<file path="config.mk">
export PLATFORM = sky130hd
export DESIGN_NAME = tis_port_sink
export DESIGN_NICKNAME = d
export VERILOG_FILES = /design/src/rtl/tis_port_sink.sv
export SDC_FILE = /design/constraint.sdc
export NUM_CORES = 1
export LEC_CHECK = 0
export BUFFER_PORTS_ARGS = -buffer_cell sky130_fd_sc_hd__buf_2
export CAP_MARGIN = 15
export CORE_MARGIN = 4
export CORE_UTILIZATION = 50
export CTS_BUF_LIST = sky130_fd_sc_hd__clkbuf_16
export DETAILED_ROUTE_END_ITERATION = 8
export HOLD_SLACK_MARGIN = 0.1
export PLACE_DENSITY = 0.69
export SYNTH_ARGS = -nofsm -noshare
export SYNTH_HDL_FRONTEND = slang
export SYNTH_SLANG_ARGS = --single-unit
export TNS_END_PERCENT = 50
</file>
<file path="constraint.sdc">
create_clock -name clk -period 6 [get_ports clk]
set_clock_uncertainty 0.1 [all_clocks]
set_input_delay 0 -clock clk [delete_from_list [all_inputs] [get_ports clk]]
set_output_delay 0 -clock clk [all_outputs]
set_load 0.02 [all_outputs]
</file>
<file path="src/rtl/tis_port_sink.sv">
// Sink for a node write port: a three-state handshake FSM accepts one value per
// wvalid assertion into a show-ahead FIFO, which a host drains with rd_en.
module tis_port_sink #(
    parameter int W     = 11,
    parameter int DEPTH = 8
) (
    input  logic                       clk,
    input  logic                       rst_n,
    input  logic                       wvalid,
    input  logic [W-1:0]               wdata,
    output logic                       wready,
    input  logic                       rd_en,
    output logic [W-1:0]               rd_data,
    output logic                       empty,
    output logic                       full,
    output logic [$clog2(DEPTH):0]     count,
    output logic [15:0]                accepted,
    output logic                       underflow
);

    localparam int AW = $clog2(DEPTH);
    localparam int CW = AW + 1;

    typedef enum logic [1:0] {
        IDLE = 2'd0,
        ACK  = 2'd1,
        DROP = 2'd2
    } wr_state_e;

    wr_state_e       state_q;
    logic            run_q;
    logic            wready_q;
    logic [AW-1:0]   head_q;
    logic [AW-1:0]   tail_q;
    logic [CW-1:0]   count_q;
    logic [15:0]     accepted_q;
    logic            underflow_q;
    logic [W-1:0]    mem [DEPTH];

    logic push;
    logic pop;

    // Flags come from the registered count only, so full never sees a same-edge pop.
    assign empty = (count_q == '0);
    assign full  = (count_q == CW'(DEPTH));

    assign push = (state_q == IDLE) && run_q && wvalid && !full;
    assign pop  = rd_en && !empty;

    assign wready    = wready_q;
    assign rd_data   = mem[head_q];
    assign count     = count_q;
    assign accepted  = accepted_q;
    assign underflow = underflow_q;

    // Reset release is registered once so the FSM's first capture is the second edge after release.
    // NOTE: sequential state is always written with non-blocking assignments so every
    // flop samples pre-edge values regardless of block ordering.
    always_ff @(posedge clk or negedge rst_n) begin
        if (!rst_n) begin
            run_q <= 1'b0;
        end else begin
            run_q <= 1'b1;
        end
    end

    always_ff @(posedge clk or negedge rst_n) begin
        if (!rst_n) begin
            state_q  <= IDLE;
            wready_q <= 1'b0;
        end else begin
            case (state_q)
                IDLE: begin
                    if (push) begin
                        wready_q <= 1'b1;
                        state_q  <= ACK;
                    end else begin
                        wready_q <= 1'b0;
                    end
                end
                ACK: begin
                    wready_q <= 1'b0;
                    state_q  <= DROP;
                end
                DROP: begin
                    wready_q <= 1'b0;
                    if (!wvalid) begin
                        state_q <= IDLE;
                    end
                end
                default: begin
                    wready_q <= 1'b0;
                    state_q  <= IDLE;
                end
            endcase
        end
    end

    always_ff @(posedge clk or negedge rst_n) begin
        if (!rst_n) begin
            head_q      <= '0;
            tail_q      <= '0;
            count_q     <= '0;
            accepted_q  <= '0;
            underflow_q <= 1'b0;
        end else begin
            if (push) begin
                tail_q     <= tail_q + 1'b1;
                accepted_q <= accepted_q + 16'd1;
            end
            if (pop) begin
                head_q <= head_q + 1'b1;
            end
            case ({push, pop})
                2'b10:   count_q <= count_q + 1'b1;
                2'b01:   count_q <= count_q - 1'b1;
                default: count_q <= count_q;
            endcase
            if (rd_en && empty) begin
                underflow_q <= 1'b1;
            end
        end
    end

    // NOTE: storage has no reset; rd_data is only meaningful when empty=0, and leaving
    // the array out of reset lets it map onto plain RAM/register-file cells.
    always_ff @(posedge clk) begin
        if (push) begin
            mem[tail_q] <= wdata;
        end
    end

endmodule

</file>
==> summary.txt <==
Worst setup path
  – Reg2reg end: mem[6][7]
  – WP depth: 5
  – Crit. Startpoint: state_q[1]
  – Flop-to-flop setup slack: 2840 ps
  – CP Launch Type: flip-flop
  – Slowest cell on the critical path: nor3_1
  – CP Capture Type: flip-flop
  – WS Path Type: reg2reg
  – Crit path DAT: 3160 ps
  – FF-to-FF path depth: 5
  – Max incr delay on CP: 820 ps
  – CP required: 6010 ps
  – Reg2reg start: state_q[1]
  – Crit path buffers/inverters: 2
  – CP endpoint: mem[6][7]
  – CP top delay family: simple AND/OR/NAND/NOR gates
  – Peak fanout along the critical path: 11
  – Crit-path cells: nand4bb_1 -> nor2_1 -> inv_2 -> nor3_1 -> buf_4

Logic synthesis
  – Largest cells by area after synthesis: edfxtp_1, dfrtp_1, mux4_2, xnor2_1, mux2_2
  – Most used DFF post-synth: edfxtp_1
  – Yosys top cell area share: 55.3%
  – EDFF count, synth: 88
  – Post-synth top cells: edfxtp_1, dfrtp_1, mux4_2, xnor2_1, nand2_1
  – Netlist cell types: 36
  – Xor-xnor portion of the synthesized cell area: 4.40%
  – Adder-cell area share of the yosys netlist: 1.57%
  – Complex-gate fraction of the synthesized area: 0.577%
  – Async S/R FF share, synth: a little over a quarter
  – Synth area leader: edfxtp_1
  – Syn_area_per_cell: 18.7 um^2
  – Register area share after synthesis: 71.6%
  – Post-synthesis mux area share: 13.7%
  – Syn Nets: 276
  – Ys Warns: 0
  – Most frequent cell after synthesis: edfxtp_1
  – Flop and latch count out of synthesis: about 120
  – Synth Instances: around 260
  – Simple-gate share of the synthesized area: under 10%
  – Largest family of logic cells by synthesized area: multiplexers
  – Netlist Area Pre-Place: around 4800 um^2

STA
  – Tmin final: 3160 ps
  – Worst slew pin tran: 1020 ps
  – Unrepaired setup endpoints after global routing: false
  – Tcrit/Tclk final: 52.6%
  – Final setup fails: 0
  – Fin Hold WS: 252 ps
  – Final hold violation count: 0
  – Max-slew headroom: 32.2%
  – Max Freq: 0.317 GHz
  – Setup_tns: 0 ps
  – Max Slew Vio Count: 0

Placed design
  – Port buffer count: 49
  – Hpwl dp: 5.38 mm
  – Placer Congestion: 0.737
  – DP Area: 5220 um^2

Clock tree
  – Cts bufs inserted: 17
  – Clock Latency Late Sink: 410 ps
  – Clock Path Buffers: 2
  – Count of clock tree sinks: ~120
  – Clock slew at reported path FFs: 60 ps
  – CTS tree: yes
  – H-tree depth: 4
  – Root buffer cell: clkbuf_16

Floorplan
  – Io pins: 50
  – Die Ht: 106 um
  – Core Rows: 35
  – Die ar.: approximately 11000 um^2
  – Chip width: roughly 110 um
  – Core area: 9280 um^2
  – Starting density of the core: between 50% and 60%

Final layout
  – Area growth, synth to finish: 24.8%
  – Multi-input logic area: 1320 um^2
  – FF/Latch Area: 3420 um^2
  – Nets: between 300 and 400
  – Finished Cell Area: 5960 um^2
  – Diodes inserted: 0
  – Number of fill cells in the layout: around 700
  – Layout cell share with drive strength beyond 1: 38.2%

Routing
  – Initial DRT Pass Iterations: 5
  – DRC: 0
  – Initial DRC count: about 150
  – Vias: about 2500
  – Antenna Nets Post-Route: 0
  – Vias per Instance: 5.22
  – Final WL: 8.77 mm
  – Per-cell routed wire length: between 15 and 20 um

GRT
  – Vias in the first global route: 2689
  – Total global-route track usage: 17.5%
  – Grt total ovfl: 0
  – First-pass GRT wire length: 14.5 mm
  – Antenna violations before repair: 0
  – Largest net degree at the start of global routing: 31

Min path
  – Hold Path Class: in2reg

Flow run
  – MaxCap Viol Count: 0

Pwr
  – Worst VDD drop: 0.238 mV
  – Final Power: between 2 and 3 mW
  – Lkg Pwr: 2.23 nW
  – Power Dens Cells: 469 nW/um^2

Status
  – Status: finished clean
-- worst min-delay path, cell delays in order --
cell,delay (ps)
dlygate4sd3_1,520
buf_2,100
a21o_1,100
-- placed cells by master, fill, tap and decap left out --
cell,count
nor4b_4,2
nor2_1,6
clkinvlp_4,4
nor2b_1,1
nor3_1,2
and3_1,2
clkbuf_16,17
nand2_1,15
nor3b_2,1
nor4bb_1,2
nand4bb_1,1
nand3b_1,1
bufinv_16,1
xnor2_1,17
dlygate4sd3_1,15
buf_2,49
nor4b_2,1
mux2_2,13
nand3_1,7
edfxtp_1,88
mux4_2,22
a21oi_1,2
o21ai_0,2
buf_12,1
nor4_2,4
conb_1,1
dfrtp_1,31
clkinv_4,2
nor3b_1,1
nand4_1,5
mux2i_1,1
ha_1,6
a21o_1,1
inv_6,7
xor2_1,7
inv_2,1
inv_1,2
clkinv_2,1
buf_4,8
and4_1,1
-- flip-flops by register name, indices dropped and copies added, names as in the netlist --
register   flops
accepted      16
count          4
head_q         3
mem           88
run_q          1
state_q        2
tail_q         3
underflow      1
wready         1
-- power breakdown --
part	switching (mW)	leakage (nW)	internal [mW]	total [mW]
registers	0.147	1.19	0.978	1.12
logic	0.350	0.771	0.361	0.711
clock network	0.379	0.268	0.578	0.957
-- kinds of logic after synthesis --
kind of cell | Yosys count
mux | 36
xor+xnor | 24
simple gates | 52
fa+ha+maj | 6
buf+inv | 12
other cells | 1
compound gates | 5
flops | 119
-- how the worst min path moves through the flow --
stage          start          end  slack, ps  cells after the start
4_1_cts        rd_en    underflow        250                      3
5_1_grt        rd_en    underflow        250                      3
3_3_place_gp   rst_n    underflow        -20                      1
3_5_place_dp   rst_n    underflow        -20                      1
6_report       rd_en    underflow        250                      3
2_1_floorplan  rst_n  accepted[0]       -400                      0
-- per-layer routing --
layer,up-vias,wire length (um),global-route usage (%)
met5,-,0,0
met4,0,40,4.44
met3,2,322,5.76
met2,52,4530,27.9
met1,1285,3880,23.4
li1,1166,-,-
-- what timing repair did --
item | 4_1_cts | 5_1_grt
buffers inserted | 0 | 0
hold endpoints to repair | 127 | 0
gates resized for setup | 0 | 0
hold buffers | 16 | 0
endpoints found under the setup margin | 0 | 0
-- per-stage QoR --
step / util, % / setup slack (ps) / std cells
global placement: 56.2 / 3040 / 432
global route: 64.2 / 2650 / 480
detailed placement: 56.2 / 2860 / 432
finish: 64.2 / 2840 / 480
floorplan: - / 3130 / 255
CTS: 64.2 / 2830 / 480
-- final cells by class --
cell class | count | share of cell area, %
Inverter | 3 | 0.189
Tap cell | 129 | 2.71
Sequential cell | 119 | 57.4
Clock inverter | 15 | 2.41
Multi-Input combinational cell | 124 | 22.2
Timing Repair Buffer | 73 | 7.98
Clock buffer | 17 | 7.14
(Power assumes the default switching activity.)
